File: src/rtl/fetch_pkg.sv
// fetch_pkg
//   Shared types and defaults for the fetch sequencer.
//   - fetch_state_e : sequencer states (IDLE, FETCH, WAIT, VALID)
//   - redir_prio_e  : redirect source ordered by priority (NONE < BR < ERET < EXC)
//   - RESET_PC_DEF / EXC_VECTOR_DEF : default fetch-after-reset and exception entry
package fetch_pkg;

   typedef enum logic [1:0] {
      S_IDLE  = 2'd0,
      S_FETCH = 2'd1,
      S_WAIT  = 2'd2,
      S_VALID = 2'd3
   } fetch_state_e;

   // Encoding order is the priority order; comparisons rely on it.
   typedef enum logic [1:0] {
      PRIO_NONE = 2'd0,
      PRIO_BR   = 2'd1,
      PRIO_ERET = 2'd2,
      PRIO_EXC  = 2'd3
   } redir_prio_e;

   localparam logic [31:0] RESET_PC_DEF   = 32'h0000_3000;
   localparam logic [31:0] EXC_VECTOR_DEF = 32'h0000_4180;

endpackage : fetch_pkg

File: src/rtl/fetch_seq_redirect_buf.sv
// redirect_buf
//   Holds at most one pending redirect (priority + target) and merges it
//   with the redirect arriving this cycle.
//   Ports:
//     clk, reset          : clock, asynchronous active-low reset
//     exc_req             : exception pulse (target EXC_VECTOR)
//     eret, epc           : return-from-exception pulse and target
//     br_redirect, br_target : branch/jump pulse and target
//     hold_i              : record the merged redirect as pending this edge
//     clear_i             : redirect applied this cycle, drop pending
//     arr_valid_o         : some redirect arrives this cycle
//     pend_valid          : a redirect is pending
//     pend_target         : target of the pending redirect
//     merged_target       : winner of arriving vs pending (arriving wins ties)
module redirect_buf
   import fetch_pkg::*;
#(
   parameter logic [31:0] EXC_VECTOR = EXC_VECTOR_DEF
) (
   input  logic        clk,
   input  logic        reset,
   input  logic        exc_req,
   input  logic        eret,
   input  logic [31:0] epc,
   input  logic        br_redirect,
   input  logic [31:0] br_target,
   input  logic        hold_i,
   input  logic        clear_i,
   output logic        arr_valid_o,
   output logic        pend_valid,
   output logic [31:0] pend_target,
   output logic [31:0] merged_target
);

   redir_prio_e pend_prio_q, pend_prio_d;
   logic [31:0] pend_target_q, pend_target_d;
   redir_prio_e arr_prio;
   logic [31:0] arr_target;
   redir_prio_e merged_prio;
   logic        take_new;

   // Same-cycle priority among arriving events.
   always_comb begin
      arr_prio   = PRIO_NONE;
      arr_target = '0;
      if (exc_req) begin
         arr_prio   = PRIO_EXC;
         arr_target = EXC_VECTOR;
      end else if (eret) begin
         arr_prio   = PRIO_ERET;
         arr_target = epc;
      end else if (br_redirect) begin
         arr_prio   = PRIO_BR;
         arr_target = br_target;
      end
   end

   // A new event replaces the pending one unless pending is strictly higher.
   assign take_new      = (arr_prio != PRIO_NONE) && (arr_prio >= pend_prio_q);
   assign merged_prio   = take_new ? arr_prio : pend_prio_q;
   assign merged_target = take_new ? arr_target : pend_target_q;

   always_comb begin
      pend_prio_d   = pend_prio_q;
      pend_target_d = pend_target_q;
      if (clear_i) begin
         pend_prio_d   = PRIO_NONE;
         pend_target_d = '0;
      end else if (hold_i && take_new) begin
         pend_prio_d   = merged_prio;
         pend_target_d = merged_target;
      end
   end

   always_ff @(posedge clk or negedge reset) begin
      if (!reset) begin
         pend_prio_q   <= PRIO_NONE;
         pend_target_q <= '0;
      end else begin
         pend_prio_q   <= pend_prio_d;
         pend_target_q <= pend_target_d;
      end
   end

   assign arr_valid_o = (arr_prio != PRIO_NONE);
   assign pend_valid  = (pend_prio_q != PRIO_NONE);
   assign pend_target = pend_target_q;

endmodule : redirect_buf

File: src/rtl/fetch_seq.sv
// fetch_seq
//   Fetch sequencer: drives PC-register stall/next-PC, owns a single
//   outstanding instruction-memory request and hands one instruction at a
//   time to IF/ID. Exception/eret/branch redirects are merged by priority and
//   held while a fetch is in flight.
//   Ports:
//     clk, reset                 : clock, asynchronous active-low reset
//     pc                         : current PC register value
//     pc_stall, npc              : 0 => PC register loads npc this edge
//     imem_req, imem_addr        : fetch request and address (held until gnt)
//     imem_gnt                   : request accepted
//     imem_rvalid, imem_rdata    : read response
//     if_valid, if_instr, if_pc  : instruction to IF/ID
//     id_stall                   : downstream cannot accept
//     br_redirect, br_target     : branch/jump redirect pulse
//     eret, epc                  : return-from-exception pulse and target
//     exc_req                    : exception/interrupt pulse
module fetch_seq
   import fetch_pkg::*;
#(
   parameter logic [31:0] RESET_PC   = RESET_PC_DEF,
   parameter logic [31:0] EXC_VECTOR = EXC_VECTOR_DEF
) (
   input  logic        clk,
   input  logic        reset,
   input  logic [31:0] pc,
   output logic        pc_stall,
   output logic [31:0] npc,
   output logic        imem_req,
   output logic [31:0] imem_addr,
   input  logic        imem_gnt,
   input  logic        imem_rvalid,
   input  logic [31:0] imem_rdata,
   output logic        if_valid,
   output logic [31:0] if_instr,
   output logic [31:0] if_pc,
   input  logic        id_stall,
   input  logic        br_redirect,
   input  logic [31:0] br_target,
   input  logic        eret,
   input  logic [31:0] epc,
   input  logic        exc_req
);

   fetch_state_e state_q, state_d;
   logic [31:0]  if_instr_q, if_pc_q;
   logic         cap_en;
   logic         buf_hold, buf_clear;
   logic         arr_valid, pend_valid;
   logic [31:0]  pend_target, merged_target;
   logic         redir_any;
   logic [31:0]  redir_target;
   logic [31:0]  pc_plus4;

   redirect_buf #(
      .EXC_VECTOR (EXC_VECTOR)
   ) u_redirect_buf (
      .clk           (clk),
      .reset         (reset),
      .exc_req       (exc_req),
      .eret          (eret),
      .epc           (epc),
      .br_redirect   (br_redirect),
      .br_target     (br_target),
      .hold_i        (buf_hold),
      .clear_i       (buf_clear),
      .arr_valid_o   (arr_valid),
      .pend_valid    (pend_valid),
      .pend_target   (pend_target),
      .merged_target (merged_target)
   );

   assign redir_any    = arr_valid | pend_valid;
   assign redir_target = arr_valid ? merged_target : pend_target;
   assign pc_plus4     = pc + 32'd4;

   always_comb begin
      state_d   = state_q;
      pc_stall  = 1'b1;
      npc       = pc_plus4;
      imem_req  = 1'b0;
      cap_en    = 1'b0;
      buf_hold  = 1'b0;
      buf_clear = 1'b0;
      unique case (state_q)
         S_IDLE: begin
            state_d = S_FETCH;
            if (redir_any) begin
               pc_stall  = 1'b0;
               npc       = redir_target;
               buf_clear = 1'b1;
            end
         end
         S_FETCH: begin
            // pc must not move while the request is outstanding; defer redirects.
            imem_req = 1'b1;
            buf_hold = 1'b1;
            if (imem_gnt) state_d = S_WAIT;
         end
         S_WAIT: begin
            buf_hold = 1'b1;
            if (imem_rvalid) begin
               if (redir_any) begin
                  pc_stall  = 1'b0;
                  npc       = redir_target;
                  buf_clear = 1'b1;
                  state_d   = S_FETCH;
               end else begin
                  cap_en  = 1'b1;
                  state_d = S_VALID;
               end
            end
         end
         S_VALID: begin
            // With id_stall=0 the instruction is consumed either way; with
            // id_stall=1 a redirect drops it.
            if (redir_any) begin
               pc_stall  = 1'b0;
               npc       = redir_target;
               buf_clear = 1'b1;
               state_d   = S_FETCH;
            end else if (!id_stall) begin
               pc_stall = 1'b0;
               state_d  = S_FETCH;
            end
         end
         default: state_d = S_IDLE;
      endcase
   end

   always_ff @(posedge clk or negedge reset) begin
      if (!reset) begin
         state_q    <= S_IDLE;
         if_instr_q <= '0;
         if_pc_q    <= RESET_PC;
      end else begin
         state_q <= state_d;
         if (cap_en) begin
            if_instr_q <= imem_rdata;
            if_pc_q    <= pc;
         end
      end
   end

   assign imem_addr = pc;
   assign if_valid  = (state_q == S_VALID);
   assign if_instr  = if_instr_q;
   assign if_pc     = if_pc_q;

endmodule : fetch_seq

File: config.mk
export PLATFORM = sky130hd
export DESIGN_NAME = fetch_seq
export DESIGN_NICKNAME = d
export VERILOG_FILES = /design/src/rtl/fetch_pkg.sv /design/src/rtl/fetch_seq_redirect_buf.sv /design/src/rtl/fetch_seq.sv
export SDC_FILE = /design/constraint.sdc
export NUM_CORES = 1
export LEC_CHECK = 0
export BUFFER_PORTS_ARGS = -buffer_cell sky130_fd_sc_hd__buf_2
export CAP_MARGIN = 20
export CELL_PAD_IN_SITES_DETAIL_PLACEMENT = 2
export CELL_PAD_IN_SITES_GLOBAL_PLACEMENT = 2
export CORE_MARGIN = 2
export CORE_UTILIZATION = 28
export CTS_BUF_LIST = sky130_fd_sc_hd__clkbuf_8
export CTS_CLUSTER_DIAMETER = 150
export DETAILED_ROUTE_END_ITERATION = 8
export MAX_ROUTING_LAYER = met4
export PLACE_DENSITY = 0.91
export SYNTH_ARGS = -nofsm -noshare
export SYNTH_HDL_FRONTEND = slang
export SYNTH_SLANG_ARGS = --single-unit
export TNS_END_PERCENT = 30
File: constraint.sdc
create_clock -name clk -period 4.7 [get_ports clk]
set_input_delay 0.94 -clock clk [delete_from_list [all_inputs] [get_ports clk]]
set_output_delay 0.94 -clock clk [all_outputs]
set_load 0.03 [all_outputs]
== After elaboration in Yosys (flattened, before gate mapping) ==
Cells that the tools add are included.

* Input port bits: 136
* Word-level logic and storage cells: 59
* Bits in registers: 100

* Mux-type cells: 34
* Bitwise logic cells: 1
* Magnitude comparators: 1
* Reduce and logical (&&, ||, !) cells: 11
* Eq/ne operators: 6
* Add/sub/neg operators: 1

{| class="wikitable"
|+ Operators by type and width
! kind !! count
|-
| 32-bit two-way mux || 9
|-
| 32-bit case mux with 2 select lines || 1
|-
| 32-bit by 3-bit adder with 32-bit output, second input constant || 1
|-
| 2-bit two-way mux || 10
|-
| 1-bit two-way mux || 11
|-
| 2-bit case mux with 4 select lines || 1
|-
| 2-bit nonzero test || 4
|-
| 2-bit == test, second input constant || 2
|-
| 2-bit != test, second input constant || 2
|-
| 2-bit OR reduction || 2
|-
| 3-bit by 2-bit != test with 1-bit output, second input constant || 1
|-
| 1-bit case mux with 3 select lines || 1
|-
| 3-bit AND reduction || 1
|-
| 2-bit by 1-bit == test with 1-bit output, second input constant || 1
|-
| 2-bit greater-or-equal comparator || 1
|-
| 1-bit logical AND || 2
|-
| 2-bit zero test || 1
|-
| 1-bit case mux with 2 select lines || 1
|-
| 2-bit AND reduction || 1
|-
| 1-bit OR || 1
|}

== Logic depth before layout (Yosys ltp) ==
Gate-level depths: netlist of run 1.

* Depth after elaboration: 10
* Mapped depth: 11
* Depth with buffers taken out: 7

== Hierarchy ==
A second synthesis of run 1 with hierarchy kept.

* Cells, all modules: 663
* Area total of the unflattened synthesis: 6678.9 um^2

{| class="wikitable"
|+ By module, submodules not included
! module !! cells an instance !! sequential area each (um^2) !! instances !! area each (um^2)
|-
| fetch_seq || 420 || 1654.1 || 1 || 4444.3
|-
| redirect_buf || 243 || 850.8 || 1 || 2234.6
|}

== Least setup slack after synthesis of run 1 ==
OpenSTA, ideal clock, no wires.

* Kind: input-to-output
* Start point: input eret
* End point: output npc[11]
* Required time: 3760 ps
* Setup slack: 469 ps
* Data arrival time: 3291 ps
* Cell stages on the path: 11
* Cells stage by stage: buf_4 > clkbuf_1 > or2_2 > ha_1 > nor2_1 > a311o_1 > clkbuf_1 > buf_2 > nor3_1 > a21oi_1 > o22ai_1

* Cells in the longest elaborated chain, start to end: 9
* Elaborated cells on any way between the ends: 13
* Classes of those cells: 1 x order compare; 9 x mux; 1 x bitwise; 2 x reduce/logical

{| class="wikitable"
|+ RTL lines
! item !! RTL line !! source
|-
| start: declaration || fetch_seq.sv:40 || <nowiki>input logic eret,</nowiki>
|-
| 2-bit two-way mux || fetch_seq_redirect_buf.sv:49 || <nowiki>end else if (eret) begin</nowiki>
|-
| 2-bit two-way mux || fetch_seq_redirect_buf.sv:46 || <nowiki>if (exc_req) begin</nowiki>
|-
| 2-bit greater-or-equal comparator or 2-bit nonzero test (tied branches) || fetch_seq_redirect_buf.sv:59, fetch_seq_redirect_buf.sv:85 ||
|-
| 1-bit logical AND || fetch_seq_redirect_buf.sv:59 || <nowiki>assign take_new = (arr_prio != PRIO_NONE) && (arr_prio >= pend_prio_q);</nowiki>
|-
| 32-bit two-way mux || fetch_seq_redirect_buf.sv:61 || <nowiki>assign merged_target = take_new ? arr_target : pend_target_q;</nowiki>
|-
| 32-bit two-way mux || fetch_seq.sv:74 || <nowiki>assign redir_target = arr_valid ? merged_target : pend_target;</nowiki>
|-
| 32-bit two-way mux (*) || fetch_seq.sv:88, fetch_seq.sv:103, fetch_seq.sv:117 ||
|-
| 32-bit two-way mux || fetch_seq.sv:102 || <nowiki>if (imem_rvalid) begin</nowiki>
|-
| 32-bit case mux with 2 select lines (*) || fetch_seq.sv:85 || <nowiki>unique case (state_q)</nowiki>
|-
| end: declaration || fetch_seq.sv:28 || <nowiki>output logic [31:0] npc,</nowiki>
|}

Mark *: on every way between the ends. The rest lies on a longest branch, timed or not.

== Worst setup path after layout of run 1 ==
* Start point: input exc_req
* End point: output npc[16]

* Cells in the longest elaborated chain, start to end: 8
* Elaborated cells on any way between the ends: 11
* Classes of those cells: 1 x order compare; 7 x mux; 1 x bitwise; 2 x reduce/logical

{| class="wikitable"
|+ RTL lines
! item !! RTL line !! source
|-
| start: declaration || fetch_seq.sv:42 || <nowiki>input logic exc_req</nowiki>
|-
| 2-bit two-way mux || fetch_seq_redirect_buf.sv:46 ||
|-
| 2-bit greater-or-equal comparator or 2-bit nonzero test (tied branches) || fetch_seq_redirect_buf.sv:59, fetch_seq_redirect_buf.sv:85 ||
|-
| 1-bit logical AND || fetch_seq_redirect_buf.sv:59 ||
|-
| 32-bit two-way mux || fetch_seq_redirect_buf.sv:61 ||
|-
| 32-bit two-way mux || fetch_seq.sv:74 ||
|-
| 32-bit two-way mux (*) || fetch_seq.sv:88, fetch_seq.sv:103, fetch_seq.sv:117 ||
|-
| 32-bit two-way mux || fetch_seq.sv:102 ||
|-
| 32-bit case mux with 2 select lines (*) || fetch_seq.sv:85 ||
|}

Marks and branches as above.

==> impl_metrics.yaml, run 1 <==
clock_network:
  cts_tree: "yes"
  postCtsHoldBufs: 0
  post_cts_resized: 0
  clock_latency_ns: 0.38
  cts_buffer_depth: 2
  clkSlewWorstSetupHoldPaths_ns: 0.11
  root_buffer: "clkbuf_8"
  post_cts_buffers: 0
  cts_buffers: 9
  cts_max_level: 3
  cts.sinks: 100
finish:
  final_common_cell: "buf_2"
  num-fill-cells: 2244
  syn2layout_area_growth_pct: 27.39
  final_cell_mix: "buf_2, dfrtp_1, mux2_2"
  fin_cells: 1034
  final_area_mm2: 0.007244
  drive_gt1_frac: 0.4875
  nets: 901
power_and_ir_drop:
  power.density_mw_per_mm2: 579.6
  ir_drop_mv: 0.2535
  p_leak_nw: 3.652
floorplanning:
  initial_core_util: 0.2829
  die_height_um: 146.5
  io_pins: 267
  dieWidth_um: 146.5
  row_count: 52
  core_area_mm2: 0.02010
  dieArea_mm2: 0.02147
logic_synthesis:
  synth-compound-area-share: 0.1804
  synth_xor_area_frac: 0.04312
  synth_nets: 680
  synthAdderAreaFrac: 0.01540
  synth_cell_types: 45
  yosys.area_share.simple: 0.1061
  synth_top_family_by_area: "compound AO/OA/AOI/OAI gates"
  synthCells: 537
  synthMuxAreaShare: 0.1285
  ys_seq_area_frac: 0.4405
  yosys_warnings: 0
  mappedNetlistArea_mm2: 0.005687
  synth_seq_cells: 100
  synth.avg_cell_area_um2: 10.59
run_status:
  outcome: "finished clean"
sta:
  period_minus_slack_ns: 4.089
  setup_violations: 0
  grt_setup_unrepaired: "no"
  post-route-period-util: 0.8701
  timing.fmax_mhz: 244.5
  worst_pin_slew_ns: 1.023
  tns_ns: 0
  hold_slack_ns: 0.4919
  finalClockSkew_ns: 0.01253
  finalMaxSlewViolations: 0
  slew_headroom: 0.3166
  hold_viol: 0
flow_run:
  drv_cap: 0
route:
  wl_mm: 21.79
  viasPerCell: 5.134
  drt-wirelength-per-cell_um: 21.07
  ant_nets: 0
  drtIter0Drc: 142
  first_pass_iters: 4
  drc: 0
  via_count: 5309
setup_path:
  end_kind: "primary output"
  cpPeakStageDelay_ns: 0.32
  r2r_slack_ns: 2.06
  crit_arrival_ns: 3.15
  cp-start-kind: "input port"
  worstPathRequired_ns: 3.76
  crit_top_cell: "buf_2"
  worstSetupPathType: "in -> out"
  regToRegEndpoint: "u_redirect_buf.pend_target[4]$_DFFE_PN0P_"
  cp_slowest_cell: "a311o_2"
  reg2regPathDepth: 6
  critPathMaxFanout: 29
  path_cells: "buf_2, or2_2, ha_1, nor2_1, a311o_2, buf_4, nor3_1, a21oi_1, o22ai_1, buf_2"
  rr_startpoint: "u_redirect_buf.pend_prio_q[0]$_DFFE_PN0P_"
min_path:
  min_from: "if_pc[10]$_DFFE_PN0P_"
  hold_depth: 1
  hold_class: "reg -> reg"
  min_to: "if_pc[10]$_DFFE_PN0P_"
placement:
  post_dp_cell_area_mm2: 0.007054
  dp_hpwl_mm: 16.80
  io_buffer_count: 266
  dp_cells: 1017
  routabilityCongestion: 0.7819
global_route:
  grt_pass1_wl_mm: 34.18
  track_usage: 0.2110
  grt_pass1_vias: 5908
  grt.overflow.total: 0
  grt_start_max_net_pins: 73
  antenna_found_initial: 1
==> metrics by stage <==
step | power, W | setup slack (ns) | utilization
detailed placement | 0.003668 | 0.6087 | 0.3509
CTS | 0.004249 | 0.6070 | 0.3602
global placement | 0.003575 | 0.7122 | 0.3509
finish | 0.004199 | 0.6107 | 0.3603
global route | 0.004455 | 0.4708 | 0.3603
floorplan | 0.002909 | 0.4691 | -
==> registers in the layout (all words and copies together) (netlist names) <==
signal,cells
if_instr,32
if_pc,32
u_redirect_buf.pend_target,32
state_q,2
u_redirect_buf.pend_prio_q,2
==> critical path, delay by kind of cell <==
kind	cells	cell delay [ns]
and+or+nand+nor	3	0.57
AOI/OAI and AO/OA	3	0.68
adders and majority gates	1	0.31
buffers and inverters	3	0.63
==> how the worst max path moves through the flow <==
stage / from / to / slack (ns) / cells past startpoint
after floorplan: eret / npc[11] / 0.47 / 11
after global placement: exc_req / npc[16] / 0.71 / 10
after detailed placement: exc_req / npc[16] / 0.61 / 10
after CTS: exc_req / npc[16] / 0.61 / 10
after global routing: exc_req / npc[16] / 0.47 / 10
final: exc_req / npc[16] / 0.61 / 10
==> report_power, final <==
group / switching (W) / total, W / internal [W]
registers: 0.000152 / 0.00127 / 0.00112
logic: 0.00165 / 0.00236 / 0.000712
clock network: 0.000356 / 0.000563 / 0.000206
==> cell families after synthesis <==
family | count (synthesis)
AND/OR/NAND/NOR | 112
flip-flops | 100
AO/OA/AOI/OAI | 144
XOR/XNOR | 28
multiplexers | 65
buffers and inverters | 81
adder cells (fa/ha/maj) | 7
==> synth_stat cells (all sizes together) <==
master / n / area [um2]
nand3b: 1 / 7.510
a22o: 17 / 148.9
ha: 7 / 87.58
a221oi: 3 / 26.28
xnor2: 3 / 26.28
a31oi: 1 / 6.260
mux2i: 1 / 10.01
xor2: 25 / 219.0
nor2: 26 / 113.9
and4: 4 / 35.03
a21boi: 1 / 18.77
clkbuf: 22 / 82.58
mux2: 64 / 720.7
nor4: 3 / 31.28
o22ai: 33 / 206.5
and3: 4 / 25.02
or2: 2 / 12.52
nor2b: 1 / 6.260
inv: 8 / 30.03
o21ai: 4 / 20.02
buf: 51 / 376.6
o311a: 1 / 10.01
a311oi: 1 / 15.01
a32oi: 1 / 8.760
nand2: 13 / 48.80
nand3: 19 / 107.6
o2bb2ai: 17 / 148.9
o311ai: 1 / 16.27
a311o: 1 / 10.01
a22oi: 29 / 217.7
nand4: 8 / 50.05
dfstp: 2 / 52.55
a21o: 1 / 7.510
nor3: 29 / 145.1
nor3b: 1 / 12.51
dfrtp: 98 / 2452
or4: 1 / 7.510
a21oi: 33 / 165.2
==> layer usage <==
metal / GRT usage / share of wire
met1: 0.2466 / 0.42
met2: 0.3733 / 0.52
met3: 0.04313 / 0.053
met4: 0.04951 / 0.015
met5: - / 0
==> final cells by class <==
type | instances | area [um2] | area share
clock buffers | 9 | 123.9 | 0.01710
clock inverters | 7 | 63.81 | 0.008808
flip-flops and latches | 100 | 2505 | 0.3458
diodes | 1 | 2.502 | 0.0003454
repair buffers | 283 | 1474 | 0.2035
well taps | 270 | 337.8 | 0.04663
multi-input cells | 356 | 2708 | 0.3737
inverters | 8 | 30.03 | 0.004145
Note: power is estimated with default switching activity, not from simulation.
==> run 2, diff against run 1 <==
--- a/config.mk
+++ b/config.mk
@@ -10,13 +10,14 @@
 export CELL_PAD_IN_SITES_DETAIL_PLACEMENT = 2
 export CELL_PAD_IN_SITES_GLOBAL_PLACEMENT = 2
 export CORE_MARGIN = 2
-export CORE_UTILIZATION = 28
+export CORE_UTILIZATION = 30
 export CTS_BUF_LIST = sky130_fd_sc_hd__clkbuf_8
 export CTS_CLUSTER_DIAMETER = 150
 export DETAILED_ROUTE_END_ITERATION = 8
 export MAX_ROUTING_LAYER = met4
-export PLACE_DENSITY = 0.91
+export PLACE_DENSITY = 0.92
 export SYNTH_ARGS = -nofsm -noshare
 export SYNTH_HDL_FRONTEND = slang
+export SYNTH_HIERARCHICAL = 1
 export SYNTH_SLANG_ARGS = --single-unit
 export TNS_END_PERCENT = 30
==> run 2 against run 1 <==
Non-clock buffer count is 6 higher. Cell area is 15% higher. Critical path depth is 4 higher. Critical endpoint is now npc[30]. Fmax is 8.7% lower.
==> impl_metrics.yaml, run 2 <==
clock_network:
  postCtsHoldBufs: 0
  cts_tree: "yes"
  cts_max_level: 3
  cts.sinks: 100
  clock_latency_ns: 0.40
  root_buffer: "clkbuf_8"
  cts_buffers: 9
  clkSlewWorstSetupHoldPaths_ns: 0.10
  cts_buffer_depth: 2
logic_synthesis:
  mappedNetlistArea_mm2: 0.006679
  synth_nets: 807
  synth_cell_types: 61
  synth_common_cells: "dfrtp_1, mux2_2, nand2_1, buf_4, a21oi_1"
  yosys-top-cells-area: "dfrtp_1, mux2_2, a32o_1"
  synthCells: 663
  synth_top_area_share: 0.3672
  synth-edff-count: 0
  yosys_warnings: 6
  yosysMostFrequentCell: "dfrtp_1"
  yosys.area.top_type: "dfrtp_1"
  synth.avg_cell_area_um2: 10.07
  synth-async-reset-ratio: 1.000
  ys_seq_area_frac: 0.3750
  synth_ff_type: "dfrtp_1"
  synth_seq_cells: 100
power_and_ir_drop:
  p_int_w: 0.002363
  combPwrFrac: 0.606
  p_clk_frac: 0.118
  sw_frac_of_total: 0.5172
  power.density_mw_per_mm2: 588.6
  seqPwrFrac: 0.275
  p_sw_w: 0.002532
  p_leak_nw: 4.121
  ir_drop_mv: 0.2081
finish:
  final_cell_mix: "buf_2, dfrtp_1, mux2_2"
  drive_gt1_frac: 0.4842
  syn2layout_area_growth_pct: 24.50
  num-fill-cells: 2436
  nets: 1027
  final_area_mm2: 0.008315
  final_common_cell: "buf_2"
  fin_util: 0.3810
sta:
  post-route-period-util: 0.9532
  finalMaxSlewViolations: 0
  finalClockSkew_ns: 0.01977
  period_minus_slack_ns: 4.480
  hold_viol: 0
  tns_ns: 0
  slew_headroom: 0.5309
  grt_setup_unrepaired: "no"
  hold_slack_ns: 0.5112
  setup_violations: 0
  worst_pin_slew_ns: 0.7036
  timing.fmax_mhz: 223.2
setup_path:
  worstPathRequired_ns: 3.76
  end_kind: "primary output"
  path_cells: "buf_2, nor2b_2, nor2_2, ha_1, nand2b_1, a21oi_2, nor2_2, buf_12, mux2_2, nor2b_1, o311ai_1, or4b_1, nand3_1, buf_2"
  worstSetupPathType: "in -> out"
  cp-start-kind: "input port"
  crit_arrival_ns: 3.54
  critical-path-top-delay-family: "simple AND/OR/NAND/NOR gates"
  cp_num_buf_inv: 3
  cpPeakStageDelay_ns: 0.47
  critPathMaxFanout: 14
  cp_slowest_cell: "or4b_1"
route:
  first_pass_iters: 4
  wl_met1_mm: 10.18
  wl_met3_mm: 1.362
  ant_nets: 0
  top_layer: "met4"
  met2RoutedLength_mm: 13.09
  via_count: 6318
  drtIter0Drc: 228
  viasPerCell: 5.405
  drc: 0
  drt-wirelength-per-cell_um: 21.32
  wl_mm: 24.93
min_path:
  hold_class: "reg -> reg"
run_status:
  outcome: "finished clean"
placement:
  dp_hpwl_mm: 19.13
  io_buffer_count: 266
  routabilityCongestion: 0.8262
  post_dp_cell_area_mm2: 0.008084
floorplanning:
  initial_core_util: 0.3060
  io_pins: 267
  dieArea_mm2: 0.02347
  dieWidth_um: 153.2
  die_height_um: 153.2
  core_area_mm2: 0.02182
  row_count: 54
global_route:
  antenna_found_initial: 1
  grt_start_max_net_pins: 65
  track_usage: 0.2178
  grt.overflow.total: 0
  grt_pass1_wl_mm: 39.21
  grt_pass1_vias: 7016
flow_run:
  drv_cap: 0
==> run 2: cell types whose count changed after synthesis, sizes merged, moves of 17 or more <==
cell	before	now
xor2	25	8
o2bb2ai	17	0
a22oi	29	0
nand2	13	73
o22ai	33	15
a32o	0	29
mux2	64	97
mux2i	1	20
nor2b	1	18
a22o	17	0
nor3	29	12
==> run 2: final cells by class <==
cell class,count,area (um2),share of cell area
Clock buffer,9,123.9,0.01490
Inverter,11,41.29,0.004965
Sequential cell,100,2505,0.3012
Clock inverter,7,75.07,0.009028
Antenna cell,1,2.502,0.0003009
Multi-Input combinational cell,472,3671,0.4415
Tap cell,280,350.3,0.04213
Timing Repair Buffer,289,1546,0.1860
==> run 2: metal layers <==
| layer | global-route usage | vias up |
|---|---|---|
| met1 | 0.2483 | 3209 |
| met3 | 0.04480 | 18 |
| met2 | 0.3943 | 200 |
| li1 | - | 2891 |
| met4 | 0.04497 | 0 |
| met5 | - | - |
==> run 2: worst paths after layout <==
| path | endpoint | cells after the start | slack (ns) | startpoint |
|---|---|---|---|---|
| setup / recovery | npc[30] | 14 | 0.22 | br_redirect |
| hold / removal | if_pc[30]$_DFFE_PN0P_ | 1 | 0.51 | if_pc[30]$_DFFE_PN0P_ |
| setup reg to reg | u_redirect_buf/pend_target[14]$_DFFE_PN0P_ | 7 | 2.08 | state_q[0]$_DFFE_PN0P_ |
| hold reg to reg | if_pc[30]$_DFFE_PN0P_ | 1 | 0.51 | if_pc[30]$_DFFE_PN0P_ |
| max in group asynchronous | u_redirect_buf/pend_target[2]$_DFFE_PN0P_ | 2 | 3.23 | reset |
| min in group asynchronous | u_redirect_buf/pend_target[26]$_DFFE_PN0P_ | 1 | 0.58 | reset |
==> run 2: power groups by stage <==
stage | Clock [W] | Sequential (W) | Combinational (W)
3_3_place_gp | 0 | 0.00133 | 0.00284
3_5_place_dp | 0 | 0.00137 | 0.00295
6_report | 0.000578 | 0.00135 | 0.00297
5_1_grt | 0.000628 | 0.00139 | 0.00319
4_1_cts | 0.000601 | 0.00135 | 0.00296
2_1_floorplan | 0 | 0.00162 | 0.00173
==> run 2: cells by family (layout without fill, tap and decap cells) <==
family,count (synthesis),after routing,share of synthesized area
and+or+nand+nor,205,205,0.1712
AOI/OAI and AO/OA,129,129,0.1471
muxes,117,117,0.1935
DFF,100,100,0.3750
buffers and inverters,91,316,0.08112
xor gates and xnor gates,13,13,0.01705
adders and majority gates,8,8,0.01499
other,0,1,0
==> run 2: timing repair <==
item	4_1_cts	5_1_grt
pin swaps	0	0
gates resized for setup	1	10
buffers inserted	0	0
endpoints found under the setup margin	1	10
==> run 2: per-stage QoR <==
stage          total power, W  setup WS (ns)  instances
3_3_place_gp         0.004167        0.07960       1152
2_1_floorplan        0.003347       -0.05823        663
6_report             0.004895         0.2202       1169
4_1_cts              0.004909        0.01718       1168
3_5_place_dp         0.004316       -0.01510       1152
5_1_grt              0.005212        0.01678       1169
